`src/rtl/key_step_ctrl.sv`:
```
// Key-driven single-step pulse generator: one strobe per key press, optional auto-repeat while held.
// Define KEY_AUTOREPEAT_EN to build the REPEAT state and hold/repeat timer; without it, one pulse per press.
module key_step_ctrl #(
  parameter int HOLD_CYCLES   = 500000,
  parameter int REPEAT_CYCLES = 100000,
  parameter int CNT_W         = 16
) (
  input  logic             CLK,
  input  logic             Reset,
  input  logic             KEY,
  input  logic             step_en,
  output logic             step_pulse,
  output logic             key_held,
  output logic [CNT_W-1:0] press_cnt
);

  localparam logic [1:0] IDLE  = 2'd0;
  localparam logic [1:0] PRESS = 2'd1;
`ifdef KEY_AUTOREPEAT_EN
  localparam logic [1:0] REPEAT = 2'd2;
  localparam int MAX_CYC = (HOLD_CYCLES > REPEAT_CYCLES) ? HOLD_CYCLES : REPEAT_CYCLES;
  localparam int TMR_W   = (MAX_CYC > 1) ? $clog2(MAX_CYC) : 1;
  localparam logic [TMR_W-1:0] HOLD_LAST = TMR_W'(HOLD_CYCLES - 1);
  localparam logic [TMR_W-1:0] REP_LAST  = TMR_W'(REPEAT_CYCLES - 1);

  logic [TMR_W-1:0] timer;
  logic [TMR_W-1:0] timer_nxt;
`endif

  logic [1:0] state;
  logic [1:0] state_nxt;
  logic       key_d;
  logic       rise;
  logic       trig;
  logic       fire;

  assign rise = KEY & ~key_d;
  // Back-to-back triggers (e.g. HOLD_CYCLES=1) are thinned so the strobe is never two cycles wide.
  assign fire = trig & step_en & ~step_pulse;

  always_comb begin
    state_nxt = state;
    trig      = 1'b0;
`ifdef KEY_AUTOREPEAT_EN
    timer_nxt = timer;
`endif
    case (state)
      IDLE: begin
        if (rise) begin
          state_nxt = PRESS;
          trig      = 1'b1;
`ifdef KEY_AUTOREPEAT_EN
          timer_nxt = '0;
`endif
        end
      end
      PRESS: begin
        if (!KEY) begin
          state_nxt = IDLE;
        end
`ifdef KEY_AUTOREPEAT_EN
        else if (timer == HOLD_LAST) begin
          state_nxt = REPEAT;
          timer_nxt = '0;
          trig      = 1'b1;
        end else begin
          timer_nxt = timer + 1'b1;
        end
`endif
      end
`ifdef KEY_AUTOREPEAT_EN
      REPEAT: begin
        // Release is tested first so it beats a same-cycle expiry.
        if (!KEY) begin
          state_nxt = IDLE;
        end else if (timer == REP_LAST) begin
          timer_nxt = '0;
          trig      = 1'b1;
        end else begin
          timer_nxt = timer + 1'b1;
        end
      end
`endif
      default: state_nxt = IDLE;
    endcase
  end

  // key_d resets high so a key already down at reset release is not taken as a new press.
  always_ff @(posedge CLK or posedge Reset) begin
    if (Reset) begin
      state      <= IDLE;
      key_d      <= 1'b1;
      step_pulse <= 1'b0;
      key_held   <= 1'b0;
      press_cnt  <= '0;
`ifdef KEY_AUTOREPEAT_EN
      timer      <= '0;
`endif
    end else begin
      state      <= state_nxt;
      key_d      <= KEY;
      step_pulse <= fire;
      key_held   <= (state_nxt != IDLE);
      if (fire) begin
        press_cnt <= press_cnt + 1'b1;
      end
`ifdef KEY_AUTOREPEAT_EN
      timer      <= timer_nxt;
`endif
    end
  end

endmodule

```
`config.mk`:
```
export PLATFORM = sky130hd
export DESIGN_NAME = key_step_ctrl
export DESIGN_NICKNAME = d
export VERILOG_FILES = /design/src/rtl/key_step_ctrl.sv
export SDC_FILE = /design/constraint.sdc
export NUM_CORES = 1
export LEC_CHECK = 0
export ABC_AREA = 1
export CAP_MARGIN = 20
export CORE_AREA = 2 2 73 68
export CTS_CLUSTER_SIZE = 12
export DETAILED_ROUTE_END_ITERATION = 10
export DIE_AREA = 0 0 75 70
export PLACE_DENSITY = 0.55
export RECOVER_POWER = 25
export SLEW_MARGIN = 25
export SYNTH_ARGS = -nofsm -noshare
export SYNTH_HDL_FRONTEND = slang
export SYNTH_SLANG_ARGS = --single-unit
```
`constraint.sdc`:
```
create_clock -name CLK -period 1.5 [get_ports CLK]
set_clock_uncertainty 0.05 [all_clocks]
set_input_delay 0.3 -clock CLK [delete_from_list [all_inputs] [get_ports CLK]]
set_output_delay 0.3 -clock CLK [all_outputs]
set_load 0.02 [all_outputs]
```
==> metrics.log, run 1 <==
[metrics] run status: finished, final reports clean
[metrics] synth top area cells: sky130_fd_sc_hd__dfrtp_1 46%, sky130_fd_sc_hd__nand2_1 16%, sky130_fd_sc_hd__inv_1 8.3%
[metrics] mean instance size in the synthesized netlist: 7.82 sq um
[metrics] end of the worst register-to-register path: press_cnt[7]
[metrics] transition time of the tightest slew-check pin: 0.549 ns
[metrics] setup repair after global routing missed its margin: yes
[metrics] number of nets in the layout: 182
[metrics] final clock period utilization by the worst path: 94.2%
[metrics] Final setup viols: 0
[metrics] Worst path depth: 8
[metrics] family with the most delay on the worst path: buffers and inverters
[metrics] Comb power frac: 20.1%
[metrics] crit path from: KEY
[metrics] Iter 0 DRT Violations: 32
[metrics] min cycle time layout: 1.41 ns
[metrics] IO Pins: 22
[metrics] maximum number of pins on one net before global-route repair: 22
[metrics] startpoint type of the worst setup path: primary input
[metrics] CP peak stage delay: 0.48 ns
[metrics] type of the setup path with the least slack: primary input to flop
[metrics] area of the mapped netlist: 0.00109 sq mm
[metrics] starting density of the core: 23.7%
[metrics] ys async rst share: 100%
[metrics] post-route worst setup slack: 0.0870 ns
[metrics] synthesis-to-finish area growth: 36.7%
[metrics] leading cell type by number of instances after synthesis: sky130_fd_sc_hd__nand2_1
[metrics] deepest level of the CTS H-tree: 1
[metrics] first-pass iteration count of the detailed router: 4
[metrics] latest clock arrival within the worst-skew pair: 0.26 ns
[metrics] WP data required: 1.65 ns
[metrics] proportion of synthesized chip area in sequential cells: 48.4%
[metrics] clock sink count: 21
[metrics] post-CTS clock slew at the launch and capture registers of the worst setup and hold paths: 0.08 ns
[metrics] share of Yosys cell area claimed by the top area cell type: 46.0%
[metrics] core region area: 0.00459 sq mm
[metrics] cell accounting for the most synthesized area: sky130_fd_sc_hd__dfrtp_1
[metrics] final hold violations: 0
[metrics] Yosys reg bits: 21
[metrics] Yosys warning count: 0
[metrics] clock share of power: 28.7%
[metrics] endpoint arrival time on the critical path: 1.56 ns
[metrics] number of antenna cells inserted: 0
[metrics] final cell area excluding filler cells: 0.00149 sq mm
[metrics] tightest slew margin relative to the limit: 63.4%
[metrics] pre-CTS worst setup slack: -0.284 ns
[metrics] TritonCTS clock tree: yes
[metrics] biggest fanout along the worst timing path: 5
[metrics] maximum achievable frequency: 0.708 GHz
[metrics] Psw: 387 uW
[metrics] DR WL/cell: 9.47 microns
[metrics] ranking of synthesized cells by instance count: 47 x sky130_fd_sc_hd__nand2_1, 24 x sky130_fd_sc_hd__inv_1, 20 x sky130_fd_sc_hd__dfrtp_1
[metrics] number of buffers on the longest clock path: 2
[metrics] Lkg Pwr: 0.814 nW
[metrics] Hold Path Stages: 1
[metrics] cell chosen for the clock root: sky130_fd_sc_hd__clkbuf_8
[metrics] via count normalized by instance count: 3.76
[metrics] post-DP HPWL: 1630 microns
[metrics] post-detailed-placement cell area: 0.00143 sq mm
[metrics] flop-to-flop setup slack: 0.19 ns
[metrics] number of buffers created by CTS: 3
[metrics] Pwr Density: 875 mW/mm^2
[metrics] logic depth of the worst register-to-register path: 6
[metrics] global-route wire length before repair: 3820 microns
[metrics] gpl congestion: 0.718
[metrics] cell with the largest stage delay on the worst path: sky130_fd_sc_hd__clkdlybuf4s50_1
[metrics] initial antenna violation count: 0
[metrics] syn nets: 144
[metrics] Hold EP: key_d
[metrics] count of unique library cells instantiated by Yosys: 18
[metrics] Final ANT Viol Nets: 0
[metrics] Site Rows: 24
[metrics] Die Span Y: 70 microns
[metrics] share of cells above drive strength 1: 15.3%
[metrics] max-capacitance violation count: 0
[metrics] maximum resistive drop on vdd: 0.330 mV
[metrics] count of buffering cells on the critical path with inverters included: 3
[metrics] die outline area: 0.00525 sq mm
[metrics] most repeated library cell on the critical path: sky130_fd_sc_hd__nor2_4
[metrics] count of buffers inserted at the top-level ports: 21
[metrics] Primary FF master, synth: sky130_fd_sc_hd__dfrtp_1
[metrics] GRT Residual Overflow: 0
[metrics] final WL: 2280 microns
[metrics] kind of capture point of the worst setup path: flop
[metrics] worst min-delay path category: primary input to flop
[metrics] sequence of cells on the critical path: clkdlybuf4s50_1 -> inv_1 -> nor2_4 -> nand3_4 -> nor2_4 -> buf_2 -> nand3_1 -> nand2_1
[metrics] startpoint of the tightest hold check path: KEY
[metrics] number of remaining DRC errors: 0
[metrics] number of vias in the routed layout: 905
[metrics] via count of the first global-routing pass: 835
[metrics] total negative slack: 0 ns
[metrics] number of synthesized flops with an enable pin: 0
[metrics] internal power of the cells: 913 uW
[metrics] GRT Overall Usage: 9.48%
[metrics] Crit Reg-Reg Startpoint: state[0]
[metrics] switching part of the total power: 29.8%
[metrics] portion of total power attributed to sequential cells: 51.3%
[metrics] number of cells produced by synthesis: 139
[metrics] die outline width: 75 microns
[metrics] max-slew violation count: 0
[logic make-up (layout without fill, tap and decap cells)]
kind of cell	count (synthesis)	count (layout)	synth area share [%]
simple gates	81	81	34.4
buf+inv	26	63	10.4
flops	21	21	48.4
compound gates	7	7	3.68
xor+xnor	2	2	1.61
fa+ha+maj	1	1	1.15
other cells	1	1	0.345
[cell type report]
class                   count  area (sq um)
multi-input cells          92           455
repair buffers             35           288
flip-flops and latches     21           527
fillers                   515          3110
clock buffers               4          45.0
inverters                  24          90.1
well taps                  65          81.3
[worst max-delay path by stage]
stage | end | slack (ns)
detailed placement | press_cnt[5] | -0.28
CTS | press_cnt[7] | 0.01
global route | press_cnt[11] | -0.03
finish | press_cnt[7] | 0.09
global placement | press_cnt[7] | -0.25
floorplan | press_cnt[12] | 0.17
[layout by cell type (no fill, tap or decap), drive strengths merged, types with 2 or more instances in the layout]
cell | netlist | routed
o21a | 2 | 2
dlygate4sd2 | 0 | 18
dfrtp | 20 | 20
buf | 2 | 13
clkbuf | 0 | 5
nor2 | 14 | 14
nand2 | 50 | 50
xnor2 | 2 | 2
o21ai | 5 | 5
inv | 24 | 24
nand3 | 16 | 16
clkdlybuf4s50 | 0 | 2
[what timing repair did]
| action | CTS | global route |
|---|---|---|
| pin swaps | 0 | 1 |
| hold endpoints to repair | 0 | 0 |
| hold buffers | 0 | 0 |
| resized for setup | 18 | 4 |
| setup endpoints to repair | 18 | 10 |
| buffers inserted | 0 | 4 |
[power by group through the flow]
stage / registers (mW) / logic [mW] / clock network (mW)
2_1_floorplan: 0.726 / 0.106 / 0
3_3_place_gp: 0.680 / 0.291 / 0
3_5_place_dp: 0.679 / 0.293 / 0
4_1_cts: 0.668 / 0.268 / 0.388
5_1_grt: 0.680 / 0.284 / 0.420
6_report: 0.666 / 0.261 / 0.373
[layer usage]
layer	vias up	global-route usage [%]	part of all wire (%)
met5	-	0	0
met4	0	2.98	1.2
met3	4	3.03	5.3
met2	17	13.7	41
met1	392	13.3	52
li1	492	-	-
[state kept, by name, summed over array words and instances (netlist names)]
name / flops
step_pulse: 1
key_held: 1
key_d: 1
press_cnt: 16
state: 2
[metrics by stage]
step / util [%] / total power, mW / cells / hold slack [ns]
final: 32.4 / 1.30 / 241 / 0.426
after global routing: 32.4 / 1.38 / 241 / 0.427
after CTS: 31.6 / 1.32 / 237 / 0.339
after detailed placement: 31.2 / 0.973 / 233 / 0.456
after global placement: 31.2 / 0.971 / 233 / 0.437
after floorplan: - / 0.833 / 139 / 0.226
Power figures use the tool's default switching activity.
==> run 2, diff against run 1 <==
- CORE_AREA: 2 2 73 68 -> 2 2 53 50
- DIE_AREA: 0 0 75 70 -> 0 0 55 52
- PLACE_DENSITY: 0.55 -> 0.86
==> run 2 against run 1 <==
  * Clock power fell by 23%
  * Critical endpoint is now press_cnt[10]
  * Register-to-register slack got worse by 0.05 ns
  * First-iteration DRC count fell by 44%
  * Sequential cell count did not move
==> metrics.log, run 2 (synthesis gave the netlist of run 1 again) <==
[metrics] run status: finished, final reports clean
[metrics] post-CTS clock slew at the launch and capture registers of the worst setup and hold paths: 0.12 ns (+0.04 ns)
[metrics] FILL cells: 217 (-58%)
[metrics] switching part of the total power: 32.4% (+2.6 points)
[metrics] Lkg Pwr: 0.762 nW (-6.4%)
[metrics] sequence of cells on the critical path: dlygate4sd2_1
[metrics] Top reg by flops: press_cnt
[metrics] cell with the largest stage delay on the worst path: sky130_fd_sc_hd__dfrtp_1
[metrics] post-DP HPWL: 1660 microns (+1.7%)
[metrics] Psw: 395 uW (+1.9%)
[metrics] startpoint type of the worst setup path: flop
[metrics] number of nets in the layout: 179 (-1.6%)
[metrics] final clock period utilization by the worst path: 97.1% (+2.8 points)
[metrics] initial antenna violation count: 0 (unchanged)
[metrics] number of antenna cells inserted: 0 (unchanged)
[metrics] GRT Residual Overflow: 0 (unchanged)
[metrics] family with the most delay on the worst path: flip-flops
[metrics] Comb power frac: 22.2% (+2.1 points)
[metrics] IO Pins: 22 (unchanged)
[metrics] highest-count cells in the layout ignoring fill and taps: 47 x sky130_fd_sc_hd__nand2_1, 24 x sky130_fd_sc_hd__inv_1, 20 x sky130_fd_sc_hd__dfrtp_1
[metrics] CP peak stage delay: 0.43 ns (-0.05 ns)
[metrics] via count of the first global-routing pass: 883 (+5.7%)
[metrics] clock share of power: 23.5% (-5.2 points)
[metrics] max reg flops: 16 (unchanged)
[metrics] Die Span Y: 52 microns (-26%)
[metrics] deepest level of the CTS H-tree: 1 (unchanged)
[metrics] TritonCTS clock tree: yes
[metrics] final hold violations: 0 (unchanged)
[metrics] portion of total power attributed to sequential cells: 54.3% (+3.0 points)
[metrics] count of buffers inserted at the top-level ports: 21 (unchanged)
[metrics] worst min-delay path category: primary input to flop
[metrics] synthesis-to-finish area growth: 28.0%
[metrics] kind of capture point of the worst setup path: output port
[metrics] die outline width: 55 microns (-27%)
[metrics] tightest slew margin relative to the limit: 59.3% (-4.1 points)
[metrics] maximum number of pins on one net before global-route repair: 13 (-41%)
[metrics] biggest fanout along the worst timing path: 5 (unchanged)
[metrics] Top Registers: press_cnt (16), state (2)
[metrics] maximum resistive drop on vdd: 0.782 mV (+140%)
[metrics] number of buffers created by CTS: 3 (unchanged)
[metrics] starting density of the core: 46.5% (+23 points)
[metrics] min cycle time layout: 1.46 ns (+0.0427 ns)
[metrics] number of remaining DRC errors: 0 (unchanged)
[metrics] max-capacitance violation count: 0 (unchanged)
[metrics] WP data required: 1.15 ns (-0.50 ns)
[metrics] Site Rows: 17 (-29%)
[metrics] maximum achievable frequency: 0.687 GHz (-2.9%)
[metrics] number of buffers on the longest clock path: 2 (unchanged)
[metrics] gpl congestion: 0.800 (+11%)
[metrics] GRT Overall Usage: 18.8% (+9.3 points)
[metrics] DR WL/cell: 11.3 microns (+19%)
[metrics] commonest non-fill, non-tap cell in the layout: sky130_fd_sc_hd__nand2_1
[metrics] Iter 0 DRT Violations: 18 (-44%)
[metrics] endpoint arrival time on the critical path: 1.11 ns (-0.45 ns)
[metrics] setup repair after global routing missed its margin: no
[metrics] Post-Route Hold Slack: 0.358 ns (-0.0684 ns)
[metrics] latest clock arrival within the worst-skew pair: 0.32 ns (+0.06 ns)
[metrics] Final setup viols: 0 (unchanged)
[metrics] die outline area: 0.00286 sq mm (-46%)
[metrics] max-slew violation count: 0 (unchanged)
[metrics] final design utilization: 59.5% (+27 points)
[metrics] Pwr Density: 876 mW/mm^2 (+0.14%)
[metrics] final WL: 2260 microns (-0.79%)
[metrics] Setup Buffers After CTS: 0 (unchanged)
[metrics] core region area: 0.00234 sq mm (-49%)
[metrics] cell chosen for the clock root: sky130_fd_sc_hd__clkbuf_4
[metrics] internal power of the cells: 824 uW (-9.7%)
[metrics] Final ANT Viol Nets: 0 (unchanged)
[metrics] type of the setup path with the least slack: flop to output port
[metrics] number of vias in the routed layout: 958 (+5.9%)
[metrics] clock sink count: 21 (unchanged)
[metrics] via count normalized by instance count: 4.77 (+27%)
[metrics] transition time of the tightest slew-check pin: 0.611 ns (+0.0616 ns)
[metrics] global-route wire length before repair: 3760 microns (-1.6%)
[metrics] count of buffering cells on the critical path with inverters included: 1 (-2)
[metrics] first-pass iteration count of the detailed router: 4 (unchanged)
[metrics] share of cells above drive strength 1: 13.9% (-1.5 points)
## run 2: area by class of cell
class	count	area [sq um]	area share [%]
Clock buffer	3	22.5	1.62
Tap cell	28	35.0	2.52
Inverter	24	90.1	6.47
Sequential cell	21	527	37.9
Multi-Input combinational cell	93	459	33.0
Clock inverter	1	5.00	0.360
Timing Repair Buffer	31	253	18.2
## run 2: per-stage QoR
| step | setup WS [ns] | power (mW) | cells | setup TNS (ns) | area, sq um |
|---|---|---|---|---|---|
| floorplan | 0.174 | 0.833 | 139 | 0 | 1090 |
| global placement | -0.193 | 0.970 | 196 | -2.05 | 1400 |
| detailed placement | -0.272 | 0.983 | 196 | -3.08 | 1400 |
| CTS | 0.0128 | 1.24 | 200 | 0 | 1400 |
| global route | 0.00172 | 1.28 | 201 | 0 | 1390 |
| finish | 0.0442 | 1.22 | 201 | 0 | 1390 |
## run 2: worst paths after layout
path                          startpoint       endpoint  slack [ns]  cells past startpoint
min                                  KEY          key_d        0.36                      1
min in group asynchronous          Reset       state[0]        0.49                      3
max                        press_cnt[10]  press_cnt[10]        0.04                      1
min reg2reg                press_cnt[15]  press_cnt[15]        0.46                      2
max in group asynchronous          Reset   press_cnt[8]        0.49                      3
max reg2reg                     state[0]  press_cnt[11]        0.14                      5
## run 2: metal layers
layer	track usage, %	up-vias	wire length, microns
met4	11.0	0	53
met5	0	-	0
li1	-	489	-
met1	23.4	444	1060
met2	30.0	20	1050
met3	3.45	5	96
## run 2: what timing repair did
action	4_1_cts	5_1_grt
gates resized for setup	18	11
cloned	0	1
endpoints found under the hold margin	0	0
pin swaps	0	1
hold buffers	0	0
endpoints found under the setup margin	18	13
## run 2: power groups by stage
| stage | Combinational [mW] | Sequential, mW | Clock [mW] |
|---|---|---|---|
| after floorplan | 0.106 | 0.726 | 0 |
| final | 0.270 | 0.662 | 0.287 |
| after global placement | 0.301 | 0.668 | 0 |
| after CTS | 0.284 | 0.661 | 0.295 |
| after detailed placement | 0.309 | 0.674 | 0 |
| after global routing | 0.302 | 0.673 | 0.310 |
==> RTL change (flow settings as in run 2) <==
Put one more register stage on the output `press_cnt`, without a reset. The value now appears one clock later. The other outputs are not delayed to match.
--- a/src/rtl/key_step_ctrl.sv
+++ b/src/rtl/key_step_ctrl.sv
@@ -16,6 +16,8 @@
 
   localparam logic [1:0] IDLE  = 2'd0;
   localparam logic [1:0] PRESS = 2'd1;
+
+  logic [CNT_W-1:0] press_cnt_s0;
 `ifdef KEY_AUTOREPEAT_EN
   localparam logic [1:0] REPEAT = 2'd2;
   localparam int MAX_CYC = (HOLD_CYCLES > REPEAT_CYCLES) ? HOLD_CYCLES : REPEAT_CYCLES;
@@ -92,7 +94,7 @@
       key_d      <= 1'b1;
       step_pulse <= 1'b0;
       key_held   <= 1'b0;
-      press_cnt  <= '0;
+      press_cnt_s0 <= '0;
 `ifdef KEY_AUTOREPEAT_EN
       timer      <= '0;
 `endif
@@ -102,7 +104,7 @@
       step_pulse <= fire;
       key_held   <= (state_nxt != IDLE);
       if (fire) begin
-        press_cnt <= press_cnt + 1'b1;
+        press_cnt_s0 <= press_cnt_s0 + 1'b1;
       end
 `ifdef KEY_AUTOREPEAT_EN
       timer      <= timer_nxt;
@@ -110,5 +112,9 @@
     end
   end
 
+  always_ff @(posedge CLK) begin
+    press_cnt <= press_cnt_s0;
+  end
+
 endmodule
 
Check against the original RTL: not equivalent (a bounded check fails within 4 cycles, from zero or initial values and one cycle with Reset high).
==> RTL change against run 2 <==
Sequential share of layout area grew 11 points; wire length grew 15%; cell area grew 24%; setup slack gained 36 ps; non-clock buffer count shrank 5; total power grew 71%; synthesized area grew 28%; sequential cell count grew 16; largest cell class unchanged.
==> RTL change: results (changes against run 2) <==
Result of the run: finished clean
Worst ir drop on vdd: 1.36 mV (+74%)
Vias in the first global route: 1031 (+17%)
Via total after detailed routing: 1084 (+13%)
Clk root buf: clkbuf_4
Post-route met1 wirelength: 1130 um (+6.6%)
DRC violation total after the first TritonRoute iteration: 21 (+3)
Number of H-tree branching levels: 2 (+1)
Count of nets after finishing: 191 (+6.7%)
Ratio of cells with drive above 1 in the final layout: 0.102 (-0.0371)
DR WL met3: 117 um (+22%)
Count of different cell masters after synthesis: 22 (+4)
Pre-CTS setup slack: -259 ps (+13.4 ps)
Register clock-pin slew on the reported worst setup and hold paths: 110 ps
Filler cell count in the final layout: 189 (-13%)
Post-detailed-placement half-perimeter wirelength: 1840 um (+11%)
Post-synthesis sequential area ratio: 0.609 (+0.125)
Clock buffers created by TritonCTS: 5 (+2)
Nets in the synthesized netlist: 159 (+10%)
Critical path arrival: 1070 ps (-40 ps)
Async SR Flop Fraction: 0.568 (-0.432)
Dominant cells by area after synthesis: dfrtp_1 (36%), dfxtp_1 (23%), nand2_1 (13%), inv_1 (5.9%), nand3_1 (4.3%)
Registers with the most flip-flops: press_cnt x16, press_cnt_s0 x16, state x2
Min Tclk post-route: 1420 ps (-36.3 ps)
Leak Pwr: 0.897 nW (+18%)
Routability congestion estimate: 0.861 (+7.6%)
Average instance area after synthesis: 9.03 sq um (+15%)
Critical path's top delay family: flip-flops
Placed instance count: 207 (+5.6%)
Wire length of the first global-routing pass: 4500 um (+20%)
Total Routing Usage GR: 0.232 (+0.0437)
Clock latency reported for the late side of the worst-skew pair: 340 ps (+20 ps)
Worst-path fanout max: 2 (-3)
Routed wl met2: 1250 um (+19%)
Total Wirelength: 2590 um (+15%)
Cell types with the highest counts after synthesis: nand2_1 (48), inv_1 (22), dfrtp_1 (20), dfxtp_1 (16), nand3_1 (12)
Largest stage delay, worst path: 400 ps (-30 ps)
Cell Count, Final, Fillers Out: 215 (+7.0%)
Slew at the pin with the worst max-slew slack: 609 ps (-1.63 ps)
Largest net degree at the start of global routing: 12 (-1)
## RTL change: changes by cell type after synthesis, sizes merged, moves of 2 or more
cell	delta
dfxtp	+16
o21a	-2
nand3b	+2
inv	-2
a21oi	+3
nor2	+2
nand3	-3
## RTL change: report_power, final
part	internal, W	switching, W
registers	0.00107	0.0000669
logic	0.000102	0.000144
clock network	0.000398	0.000306
total	0.00157	0.000517
## RTL change: worst paths after layout
path                                   from               end  cells past startpoint
setup / recovery                 step_pulse        step_pulse                      1
hold / removal                          KEY             key_d                      1
setup reg to reg            press_cnt_s0[6]  press_cnt_s0[15]                      7
hold reg to reg            press_cnt_s0[15]     press_cnt[15]                      0
max in group asynchronous             Reset   press_cnt_s0[8]                      3
min in group asynchronous             Reset        step_pulse                      3
## RTL change: through the flow
step | area [sq um] | setup TNS [ps] | hold slack, ps | total power (W)
after floorplan | 1390 | 0 | 226 | 0.00129
after global placement | 1670 | -2490 | 333 | 0.00140
after detailed placement | 1670 | -3270 | 346 | 0.00142
after CTS | 1740 | 0 | 210 | 0.00211
after global routing | 1720 | 0 | 343 | 0.00218
final | 1720 | 0 | 330 | 0.00209
## RTL change: metal layers
| metal | vias up | global-route usage |
|---|---|---|
| li1 | 539 | - |
| met5 | - | 0 |
| met4 | 0 | 0.163 |
| met2 | 29 | 0.331 |
| met1 | 504 | 0.295 |
| met3 | 12 | 0.0690 |
## RTL change: kinds of logic after synthesis
logic type	synth area share
other	0.00270
flip-flops	0.609
buffers and inverters	0.0702
AND/OR/NAND/NOR	0.271
AO/OA/AOI/OAI	0.0252
adder cells (fa/ha/maj)	0.00900
XOR/XNOR	0.0126
## RTL change: layout make-up
cell class,instances,area [sq um],area share
sequential,37,847,0.491
multi-input combinational,93,453,0.263
timing repair buffer,26,218,0.126
inverter,23,86.3,0.0501
clock buffer,7,55.1,0.0319
tap,28,35.0,0.0203
clock inverter,1,30.0,0.0174
